==> src/rtl/iiitb_vm_pkg.sv <==
// Shared types and coin helpers for the multi-product vending controller.
// Coin codes double as change codes so the hopper driver uses one encoding.
package iiitb_vm_pkg;

    typedef enum logic [1:0] {
        COLLECT = 2'd0,
        VEND    = 2'd1,
        CHANGE  = 2'd2
    } state_t;

    localparam logic [1:0] COIN_NONE = 2'd0;
    localparam logic [1:0] COIN_5    = 2'd1;
    localparam logic [1:0] COIN_10   = 2'd2;
    localparam logic [1:0] COIN_20   = 2'd3;

    // Widest credit the helpers accept; callers zero-extend into this.
    localparam int GREEDY_W = 16;

    function automatic logic [2:0] coin_units(input logic [1:0] code);
        logic [2:0] units;
        case (code)
            COIN_5:  units = 3'd1;
            COIN_10: units = 3'd2;
            COIN_20: units = 3'd4;
            default: units = 3'd0;
        endcase
        return units;
    endfunction

    function automatic logic [1:0] greedy_coin(input logic [GREEDY_W-1:0] remaining);
        logic [1:0] code;
        if (remaining >= GREEDY_W'(4))
            code = COIN_20;
        else if (remaining >= GREEDY_W'(2))
            code = COIN_10;
        else if (remaining != '0)
            code = COIN_5;
        else
            code = COIN_NONE;
        return code;
    endfunction

endpackage

==> src/rtl/iiitb_vm_change_gen.sv <==
// Change dispenser: loads an amount and emits one greedy coin per cycle.
// done is high whenever nothing is left to pay out.
module iiitb_vm_change_gen
    import iiitb_vm_pkg::*;
#(
    parameter int CREDIT_W = 6
) (
    input  logic                clk,
    input  logic                srst,
    input  logic                load,
    input  logic [CREDIT_W-1:0] load_val,
    output logic [1:0]          change,
    output logic                change_valid,
    output logic                done
);

    logic [CREDIT_W-1:0] remaining_reg;
    logic [CREDIT_W-1:0] source;
    logic [1:0]          coin;
    logic [CREDIT_W-1:0] coin_val;

    // The first coin is paid in the same edge as the load so the refund
    // appears on the cycle right after the request.
    assign source   = load ? load_val : remaining_reg;
    assign coin     = greedy_coin(GREEDY_W'(source));
    assign coin_val = CREDIT_W'(coin_units(coin));
    assign done     = (remaining_reg == '0);

    always_ff @(posedge clk) begin
        if (srst) begin
            remaining_reg <= '0;
            change        <= COIN_NONE;
            change_valid  <= 1'b0;
        end else if (source != '0) begin
            remaining_reg <= source - coin_val;
            change        <= coin;
            change_valid  <= 1'b1;
        end else begin
            remaining_reg <= '0;
            change        <= COIN_NONE;
            change_valid  <= 1'b0;
        end
    end

endmodule

==> src/rtl/iiitb_vm_multi.sv <==
// Multi-product vending controller: collects credit, vends a selected item,
// then hands any balance to the change generator.
module iiitb_vm_multi
    import iiitb_vm_pkg::*;
#(
    parameter int                          NUM_ITEMS = 4,
    parameter int                          CREDIT_W  = 6,
    parameter logic [NUM_ITEMS*CREDIT_W-1:0] PRICES  = {6'd6, 6'd5, 6'd4, 6'd3},
    parameter int                          ITEM_W    = (NUM_ITEMS > 1) ? $clog2(NUM_ITEMS) : 1
) (
    input  logic                clk,
    input  logic                rst,
    input  logic [1:0]          in,
    input  logic                sel_valid,
    input  logic [ITEM_W-1:0]   sel,
    input  logic                cancel,
    output logic                out,
    output logic [ITEM_W-1:0]   out_item,
    output logic [1:0]          change,
    output logic                change_valid,
    output logic [CREDIT_W-1:0] credit,
    output logic                busy,
    output logic                coin_reject,
    output logic                sel_err
);

    localparam int TAB_N = 2 ** ITEM_W;
    localparam logic [CREDIT_W:0] CREDIT_MAX = {1'b0, {CREDIT_W{1'b1}}};

    state_t              state_reg;
    logic [CREDIT_W-1:0] credit_reg;
    logic [CREDIT_W-1:0] remaining_reg;
    logic                out_reg;
    logic [ITEM_W-1:0]   out_item_reg;
    logic                busy_reg;
    logic                coin_reject_reg;
    logic                sel_err_reg;

    logic [CREDIT_W-1:0] price_tab [TAB_N];
    logic [TAB_N-1:0]    item_ok;

    // Indices past NUM_ITEMS decode as invalid so a stray select is flagged.
    generate
        for (genvar gi = 0; gi < TAB_N; gi++) begin : g_price
            if (gi < NUM_ITEMS) begin : g_item
                assign price_tab[gi] = PRICES[gi*CREDIT_W +: CREDIT_W];
                assign item_ok[gi]   = 1'b1;
            end else begin : g_none
                assign price_tab[gi] = '0;
                assign item_ok[gi]   = 1'b0;
            end
        end
    endgenerate

    logic [CREDIT_W-1:0] sel_price;
    logic                sel_fund_ok;
    logic                coin_in;
    logic [CREDIT_W:0]   coin_sum;
    logic                coin_fits;

    assign sel_price   = price_tab[sel];
    assign sel_fund_ok = item_ok[sel] && (credit_reg >= sel_price);
    assign coin_in     = (in != COIN_NONE);
    assign coin_sum    = {1'b0, credit_reg} + (CREDIT_W+1)'(coin_units(in));
    assign coin_fits   = (coin_sum <= CREDIT_MAX);

    logic                gen_load;
    logic [CREDIT_W-1:0] gen_load_val;
    logic                gen_done;

    always_comb begin
        gen_load     = 1'b0;
        gen_load_val = '0;
        if (state_reg == COLLECT && cancel && credit_reg != '0) begin
            gen_load     = 1'b1;
            gen_load_val = credit_reg;
        end else if (state_reg == VEND && remaining_reg != '0) begin
            gen_load     = 1'b1;
            gen_load_val = remaining_reg;
        end
    end

    iiitb_vm_change_gen #(
        .CREDIT_W (CREDIT_W)
    ) u_change_gen (
        .clk          (clk),
        .srst         (rst),
        .load         (gen_load),
        .load_val     (gen_load_val),
        .change       (change),
        .change_valid (change_valid),
        .done         (gen_done)
    );

    always_ff @(posedge clk) begin
        if (rst) begin
            state_reg       <= COLLECT;
            credit_reg      <= '0;
            remaining_reg   <= '0;
            out_reg         <= 1'b0;
            out_item_reg    <= '0;
            busy_reg        <= 1'b0;
            coin_reject_reg <= 1'b0;
            sel_err_reg     <= 1'b0;
        end else begin
            out_reg         <= 1'b0;
            coin_reject_reg <= 1'b0;
            sel_err_reg     <= 1'b0;
            case (state_reg)
                COLLECT: begin
                    if (cancel) begin
                        coin_reject_reg <= coin_in;
                        credit_reg      <= '0;
                        if (credit_reg != '0) begin
                            state_reg <= CHANGE;
                            busy_reg  <= 1'b1;
                        end
                    end else if (sel_valid && sel_fund_ok) begin
                        coin_reject_reg <= coin_in;
                        remaining_reg   <= credit_reg - sel_price;
                        credit_reg      <= '0;
                        out_reg         <= 1'b1;
                        out_item_reg    <= sel;
                        state_reg       <= VEND;
                        busy_reg        <= 1'b1;
                    end else begin
                        sel_err_reg <= sel_valid;
                        if (coin_in) begin
                            if (coin_fits)
                                credit_reg <= coin_sum[CREDIT_W-1:0];
                            else
                                coin_reject_reg <= 1'b1;
                        end
                    end
                end
                VEND: begin
                    coin_reject_reg <= coin_in;
                    remaining_reg   <= '0;
                    if (remaining_reg != '0) begin
                        state_reg <= CHANGE;
                        busy_reg  <= 1'b1;
                    end else begin
                        state_reg <= COLLECT;
                        busy_reg  <= 1'b0;
                    end
                end
                CHANGE: begin
                    coin_reject_reg <= coin_in;
                    if (gen_done) begin
                        state_reg <= COLLECT;
                        busy_reg  <= 1'b0;
                    end
                end
                default: begin
                    state_reg <= COLLECT;
                    busy_reg  <= 1'b0;
                end
            endcase
        end
    end

    assign out         = out_reg;
    assign out_item    = out_item_reg;
    assign credit      = credit_reg;
    assign busy        = busy_reg;
    assign coin_reject = coin_reject_reg;
    assign sel_err     = sel_err_reg;

endmodule

==> config.mk <==
export PLATFORM = sky130hd
export DESIGN_NAME = iiitb_vm_multi
export DESIGN_NICKNAME = d
export VERILOG_FILES = /design/src/rtl/iiitb_vm_pkg.sv /design/src/rtl/iiitb_vm_change_gen.sv /design/src/rtl/iiitb_vm_multi.sv
export SDC_FILE = /design/constraint.sdc
export NUM_CORES = 1
export LEC_CHECK = 0
export BUFFER_PORTS_ARGS = -buffer_cell sky130_fd_sc_hd__buf_2
export CAP_MARGIN = 10
export CORE_MARGIN = 2
export CORE_UTILIZATION = 35
export CTS_CLUSTER_DIAMETER = 40
export DETAILED_ROUTE_END_ITERATION = 16
export SYNTH_ARGS = -nofsm -noshare
export SYNTH_HDL_FRONTEND = slang
export SYNTH_SLANG_ARGS = --single-unit
export TNS_END_PERCENT = 20
==> constraint.sdc <==
create_clock -name clk -period 4.6 [get_ports clk]
set_input_delay 0.69 -clock clk [delete_from_list [all_inputs] [get_ports clk]]
set_output_delay 0.69 -clock clk [all_outputs]
set_load 0.02 [all_outputs]
Word level (Yosys, flattened, before mapping)
Index checks and enable logic that the tools add are counted.
- register bits: 29
- output and inout bits: 15
- logic and storage cells: 100
- add/sub/neg operators: 3
- $lt $le $gt $ge: 6
- equality and inequality tests: 13
- muxes and demuxes: 41
- bitwise gates (word level): 4
- reductions and logical operators: 22
- operators by type and width (kind ; number):
    $mux 6 ; 11
    $pmux 3 s3 ; 2
    $reduce_bool 6->1 ; 3
    $mux 1 ; 15
    $mux 2 ; 7
    $bmux 6 s2 ; 1
    $pmux 6 s2 ; 1
    $reduce_and 3->1 ; 4
    $eq 2x2->1 const B ; 5
    $add 6x3->7 ; 1
    $le 7x6->1 const B ; 1
    $eq 2x1->1 const B ; 3
    $ge 6x2->1 const B ; 1
    $ge 6x3->1 const B ; 1
    $ge 6x6->1 ; 1
    $logic_not 6->1 ; 1
    $ne 3x2->1 const B ; 2
    $pmux 2 s3 ; 1
    $reduce_bool 3->1 ; 2
    $sub 6x3->6 ; 1
    $sub 6x6->6 ; 1
    $logic_and 1x1->1 ; 5
    $ne 2x2->1 const B ; 2
    $reduce_bool 2->1 ; 2
    other kinds (12) ; 15

Logic depth before layout (Yosys ltp)
Gate-level depths: netlist of run 1.
- word-level depth: 12
- gate-level depth with buffers: 15
- depth with buffers taken out: 15

By module
Synthesis of run 1 repeated with hierarchy kept, for this count alone.
- cell total of the unflattened synthesis: 223
- area total of the unflattened synthesis: 1946.9 µm²
- by module, submodules not included (module ; times used ; cells an instance ; area each (µm²) ; seq. area each (µm²)):
    iiitb_vm_multi ; 1 ; 162 ; 1378.8 ; 400.4
    iiitb_vm_change_gen ; 1 ; 61 ; 568.0 ; 180.2

Worst setup path after synthesis of run 1
No wires, ideal clock.
- kind: register to register
- start: register state_reg[0]
- end: register u_change_gen.remaining_reg[5]
- setup time: 0.069 ns
- arrival time: 2.861 ns
- data required time: 4.531 ns
- path slack: 1.671 ns
- stages on the path, launching flop included: 16
- buffers on the path: 1
- period minus slack after synthesis: 2.929 ns
- cell sequence: dfxtp_1 > inv_1 > ha_1 > nand2_2 > a21o_1 > and2_1 > buf_2 > a2111o_1 > inv_2 > nand2_1 > ha_1 > a21o_1 > a21o_1 > a211oi_1 > o211ai_1 > o21ai_1
- word-level cells in the longest chain between the ends: 12
- elaborated cells on any way between the ends: 23
- RTL lines (element ; RTL line ; source):
    start, declared ; iiitb_vm_multi.sv:30 ; state_t state_reg;
    start signal, assigned ; iiitb_vm_multi.sv:97 ; state_reg <= COLLECT;
    start signal, assigned ; iiitb_vm_multi.sv:115 ; state_reg <= CHANGE;
    start signal, assigned ; iiitb_vm_multi.sv:124 ; state_reg <= VEND;
    $eq 2x1->1 / $logic_not 2->1 (equally long branches) ; iiitb_vm_multi.sv:77, iiitb_vm_multi.sv:74 ;
    $logic_and 1x1->1, on equally long branches ; iiitb_vm_multi.sv:77, iiitb_vm_multi.sv:74 ;
    $mux 6 (tied with other cells) ; iiitb_vm_multi.sv:77 ; end else if (state_reg == VEND && remaining_reg != '0) begin
    $mux 6 / $mux 1 (equally long branches) ; iiitb_vm_multi.sv:74 ; if (state_reg == COLLECT && cancel && credit_reg != '0) begin
    $mux 6 (*) ; iiitb_vm_change_gen.sv:24 ; assign source = load ? load_val : remaining_reg;
    parallel branches: the longest is 7 deep, another holds $ge 6x2->1 ; -- ;
    end signal, assigned ; iiitb_vm_change_gen.sv:35 ; remaining_reg <= source - coin_val;
    end, declared ; iiitb_vm_change_gen.sv:17 ; logic [CREDIT_W-1:0] remaining_reg;
Mark *: on every way between the ends.
A chain may end at the register's enable or synchronous reset.

Worst setup path after layout of run 1
- start: register state_reg[1]
- end: register u_change_gen.remaining_reg[5]
Same word-level chain as after synthesis.

==> flow_summary.json, run 1 <==
{
  "status": "finished, final reports clean",
  "fin_crit_ns": 3.395,
  "initial_utilization": 0.3619,
  "slew_violations": 0,
  "yosysWarnings": 0,
  "max-vdd-ir-drop_mv": 0.1126,
  "fin_cells": 310,
  "syn_nets": 243,
  "synth_area_leader_cell": "dfxtp_1",
  "cts_root_buf": "clkbuf_8",
  "gp_congestion": 0.7765,
  "clock_skew_ns": 0.006459,
  "cts.sinks": 29,
  "first_pass_iters": 4,
  "fin_tns_setup_ns": 0,
  "end_kind": "register",
  "rr_endpoint": "u_change_gen.remaining_reg[5]$_SDFF_PP0_",
  "dpl.cell_count": 302,
  "synthFlopType": "dfxtp_1",
  "io_buffers": 22,
  "synth_top_area_frac": 0.3161,
  "cts_hold_buf": 0,
  "yosys-top-cells-count": "nor2_1 (33), dfxtp_1 (29), a21oi_1 (17), ha_1 (14)",
  "die_h_um": 76.44,
  "ys_seq_elements": 29,
  "clock_path_buffers": 2,
  "cp.required_ns": 4.82,
  "synth_async_sr_flop_share": 0,
  "htreeDepth": 2,
  "ant_nets": 0,
  "worst_hold_path_type": "register to register",
  "final_nets": 264,
  "ff2ff_setup_slack_ns": 1.21,
  "drtIter0Drc": 79,
  "cp_max_fo": 13,
  "report.final.setup_viol": 0,
  "clkSlewWorstSetupHoldPaths_ns": 0.07,
  "hold_viol": 0,
  "startpoint_type": "register",
  "wire_per_inst_um": 13.45,
  "leakage_nw": 0.9188,
  "reg2reg_from": "state_reg[1]$_SDFFE_PP0P_",
  "grt_max_degree": 24,
  "cts_tree": "done",
  "synthTopCellsByArea": "dfxtp_1 (32%), ha_1 (9.5%), nor2_1 (6.7%), a21oi_1 (4.6%), fa_1 (3.3%)",
  "yosysSeqAreaShare": 0.3161,
  "num_antenna_cells": 0,
  "synth_area_mm2": 0.001837,
  "antenna_found_initial": 0,
  "slew_headroom": 0.6607,
  "crit_start": "state_reg[1]$_SDFFE_PP0P_",
  "yosysUniqueCellTypes": 48,
  "core_area_mm2": 0.005075,
  "drc": 0,
  "criticalPathCategory": "register to register",
  "crit_end": "u_change_gen.remaining_reg[5]$_SDFF_PP0_",
  "pwr_density_cell_mw_per_mm2": 358.6,
  "drive_above_1_share": 0.1750,
  "synth.most_common_cell": "nor2_1",
  "via_per_inst": 5.094,
  "rsz0062_at_grt": "false",
  "wl_um": 4169,
  "row_count": 26,
  "io-pin-count": 23,
  "syn_inst": 218,
  "postCtsSetupBuffers": 0,
  "cap_viol_max_count": 0,
  "max_freq_mhz": 294.6,
  "avgSynthCellArea_um2": 8.426,
  "num_vias": 1579,
  "die-area_mm2": 0.005843,
  "synth_edf_count": 0,
  "grt_pass1_wl_um": 7203,
  "cp.arrival_ns": 3.62,
  "synthToLayoutAreaGrowth_pct": 14.30,
  "utilization": 0.4137,
  "overflow": 0,
  "dp_hpwl_um": 3113,
  "die_x_um": 76.44,
  "reg2reg_depth": 14,
  "insertion_delay_ns": 0.28,
  "numCtsBuffers": 5,
  "track_usage": 0.1543,
  "period_share": 0.7380,
  "worstMarginPinSlew_ns": 0.5089,
  "cts-resized-gates": 0,
  "grt_pass1_vias": 1500
}
final cells by class:
cell class	count	area, um2
fillers	542	2975
multi-input cells	167	1167
inverters	14	52.55
repair buffers	22	110.1
well taps	70	87.58
clock inverters	1	5.005
flip-flops and latches	29	580.6
clock buffers	7	96.34
power by group:
| part | switching [mW] | internal [mW] | leakage [nW] |
|---|---|---|---|
| clock network | 0.100 | 0.135 | 0.0542 |
| logic | 0.134 | 0.0978 | 0.630 |
| registers | 0.0146 | 0.271 | 0.235 |
layout by cell type (no fill, tap or decap), types with 4 or more instances in the layout:
| cell | n |
|---|---|
| clkbuf_8 | 7 |
| inv_1 | 12 |
| buf_2 | 22 |
| and2_1 | 4 |
| ha_1 | 14 |
| a22oi_1 | 5 |
| xor2_1 | 4 |
| dfxtp_1 | 29 |
| a21o_1 | 6 |
| xnor2_1 | 6 |
| nand2b_1 | 6 |
| nor2_1 | 33 |
| nor2b_1 | 4 |
| o21ai_1 | 4 |
| nor4_1 | 5 |
| a21oi_1 | 17 |
| nand2_1 | 12 |
stage by stage:
step           worst slack, ns  instance area (um2)  power, mW  hold slack [ns]
2_1_floorplan            1.671                 1837     0.4723           0.4577
3_3_place_gp             1.355                 1998     0.5221           0.4395
3_5_place_dp             1.231                 1998     0.5223           0.4446
4_1_cts                  1.206                 2100     0.7618           0.4539
5_1_grt                 0.8872                 2100     0.8033           0.4686
6_report                 1.205                 2100     0.7529           0.4495
kinds of logic after synthesis:
logic type / Yosys count / share of synthesized area
flops: 29 / 0.3161
compound gates: 58 / 0.2282
xor+xnor: 10 / 0.04768
fa+ha+maj: 17 / 0.1281
buf+inv: 22 / 0.04836
simple gates: 82 / 0.2316
worst max-delay path, cell delays in order (launching register included):
cell,delay (ns)
dfxtp_1,0.33
inv_1,0.09
ha_1,0.42
o21ai_0,0.23
and2_1,0.25
and2_1,0.23
a2111o_1,0.46
inv_2,0.10
nand2_1,0.09
ha_1,0.29
a21o_1,0.17
a21o_1,0.19
a211oi_1,0.28
o211ai_1,0.13
o21ai_1,0.08
metal layers:
metal	wire, um	global-route usage	part of all wire
met5	0	0	0
met4	84	0.07818	0.020
met3	126	0.02962	0.030
met2	1896	0.2354	0.45
met1	2062	0.2072	0.49
worst min-delay path by stage:
stage	endpoint	slack, ns	startpoint	cells past startpoint
floorplan	remaining_reg[2]$_SDFFE_PP0P_	0.46	remaining_reg[2]$_SDFFE_PP0P_	2
detailed placement	out_item[0]$_SDFFE_PP0P_	0.44	out_item[0]$_SDFFE_PP0P_	2
global placement	out_item[0]$_SDFFE_PP0P_	0.44	out_item[0]$_SDFFE_PP0P_	2
CTS	out_item[0]$_SDFFE_PP0P_	0.45	out_item[0]$_SDFFE_PP0P_	2
global route	out_item[1]$_SDFFE_PP0P_	0.47	out_item[1]$_SDFFE_PP0P_	2
finish	out_item[1]$_SDFFE_PP0P_	0.45	out_item[1]$_SDFFE_PP0P_	2
No activity file was read; power rests on OpenSTA's default activity.
==> run 2: changes to the inputs <==
==> constraint.sdc (replaced) <==
create_clock -name clk -period 2.8 [get_ports clk]
set_input_delay 0.42 -clock clk [delete_from_list [all_inputs] [get_ports clk]]
set_output_delay 0.42 -clock clk [all_outputs]
set_load 0.02 [all_outputs]
==> run 2 against run 1 <==
Compared with the run above:
- count of clock-buffer cells in the layout is 1 lower
- clock skew is 0.0012 ns higher
- total power is 72% higher
- register-to-register slack worse by 1.1 ns
- final cell count is 9.0% higher
- highest routed layer unchanged
- first-iteration DRC count is 72% higher
- critical endpoint unchanged
- design area is 14% higher
- hold slack worse by 0.074 ns
- sequential power is 63% higher
- utilization is 5.6 points higher
- sequential share of layout area is 3.0 points lower
- clock power is 46% higher
- critical path type unchanged
==> flow_summary.json, run 2 (synthesized netlist as in run 1, its figures left out) <==
{
  "status": "finished, final reports clean",
  "fin_crit_ns": 2.738,
  "dpl.cell_count": 322,
  "die-area_mm2": 0.005843,
  "via_per_inst": 5.115,
  "drive_above_1_share": 0.3284,
  "num_vias": 1729,
  "clock_skew_ns": 0.007687,
  "slew_headroom": 0.6320,
  "clkSlewWorstSetupHoldPaths_ns": 0.07,
  "ant_nets": 0,
  "drc": 0,
  "crit_start": "state_reg[0]$_SDFFE_PP0P_",
  "max_freq_mhz": 365.3,
  "wire_per_inst_um": 13.83,
  "die_x_um": 76.44,
  "totalPowerFinal_mw": 1.294,
  "die_h_um": 76.44,
  "num_antenna_cells": 0,
  "final_cell_mix": "nor2_1 (33), buf_4 (28), dfxtp_1 (24)",
  "core_area_mm2": 0.005075,
  "cp_max_fo": 6,
  "io-pin-count": 23,
  "fin_tns_setup_ns": 0,
  "cp.arrival_ns": 2.96,
  "max-vdd-ir-drop_mv": 0.2847,
  "cts_tree": "done",
  "first_pass_iters": 4,
  "slew_violations": 0,
  "cap_viol_max_count": 0,
  "hold_viol": 0,
  "cts_root_buf": "clkbuf_8",
  "final_area_mm2": 0.002386,
  "insertion_delay_ns": 0.29,
  "numCtsBuffers": 5,
  "final_nets": 292,
  "criticalPathCategory": "register to register",
  "hold_ws_ns": 0.3755,
  "cts.sinks": 29,
  "io_buffers": 22,
  "utilization": 0.4702,
  "min-delay-start": "sel[0]",
  "overflow": 0,
  "period_share": 0.9777,
  "report.final.setup_viol": 0,
  "grt_pass1_wl_um": 7693,
  "final_common_cell": "nor2_1",
  "end_kind": "register",
  "antenna_found_initial": 0,
  "place_ws_ns": -0.01403,
  "pwr_density_cell_mw_per_mm2": 542.4,
  "wl_um": 4673,
  "gp_congestion": 0.8061,
  "cp.required_ns": 3.02,
  "row_count": 26,
  "initial_utilization": 0.3619,
  "place_area_mm2": 0.002182,
  "leakage_nw": 1.078,
  "grt_pass1_vias": 1643,
  "track_usage": 0.1615,
  "reg2reg_from": "state_reg[0]$_SDFFE_PP0P_",
  "htreeDepth": 2,
  "drtIter0Drc": 136,
  "cts_hold_buf": 0,
  "dp_hpwl_um": 3459,
  "fin_cells": 338,
  "layout_setup_ws_ns": 0.06232,
  "clock_path_buffers": 2,
  "startpoint_type": "register",
  "synthToLayoutAreaGrowth_pct": 29.90,
  "grt_max_degree": 24,
  "worstMarginPinSlew_ns": 0.5520,
  "worst_hold_path_type": "primary input to register"
}
-- run 2: cell types whose count changed in the layout (fill, tap and decap cells not counted), sizes merged --
cell and change:
clkbuf -1, clkinv +1, buf +28
-- run 2: critical path, stage by stage, from the launching register on --
cell and delay (ns):
dfxtp_4 0.37, inv_4 0.06, ha_4 0.14, nand2_4 0.07
a21o_1 0.18, a32o_2 0.27, a2111o_1 0.40, inv_2 0.11
nand2_4 0.07, ha_4 0.21, a21o_1 0.17, a21o_1 0.18
a211oi_2 0.23, o211ai_1 0.12, o21ai_1 0.09
-- run 2: cell type report --
cell class | count | area [um2]
Clock inverter | 2 | 10.01
Sequential cell | 29 | 589.3
Clock buffer | 6 | 72.57
Timing Repair Buffer | 50 | 320.3
Fill cell | 515 | 2689
Multi-Input combinational cell | 167 | 1249
Inverter | 14 | 57.56
Tap cell | 70 | 87.58
-- run 2: per-layer routing --
metal / track usage / up-vias / part of all wire
li1: - / 870 / -
met1: 0.2194 / 810 / 0.46
met2: 0.2575 / 42 / 0.47
met3: 0.03199 / 7 / 0.046
met4: 0.05091 / 0 / 0.016
met5: 0 / - / 0
-- run 2: report_power, final --
group	internal [mW]	leakage (nW)	switching, mW
Combinational	0.227	0.795	0.256
Sequential	0.445	0.238	0.0214
Clock	0.172	0.0450	0.172
Total	0.845	1.08	0.450
-- run 2: timing repair --
action / 4_1_cts / 5_1_grt
pin swaps: 1 / 6
resized for setup: 3 / 13
endpoints found under the setup margin: 2 / 3
hold endpoints to repair: 0 / 0
buffers inserted: 0 / 8
-- run 2: path summary, 6_finish.rpt --
path	to	slack [ns]	depth (start not counted)
max reg2reg	u_change_gen.remaining_reg[5]$_SDFF_PP0_	0.06	14
max	u_change_gen.remaining_reg[5]$_SDFF_PP0_	0.06	14
min reg2reg	out_item[0]$_SDFFE_PP0P_	0.45	2
min	out_item[0]$_SDFFE_PP0P_	0.38	3
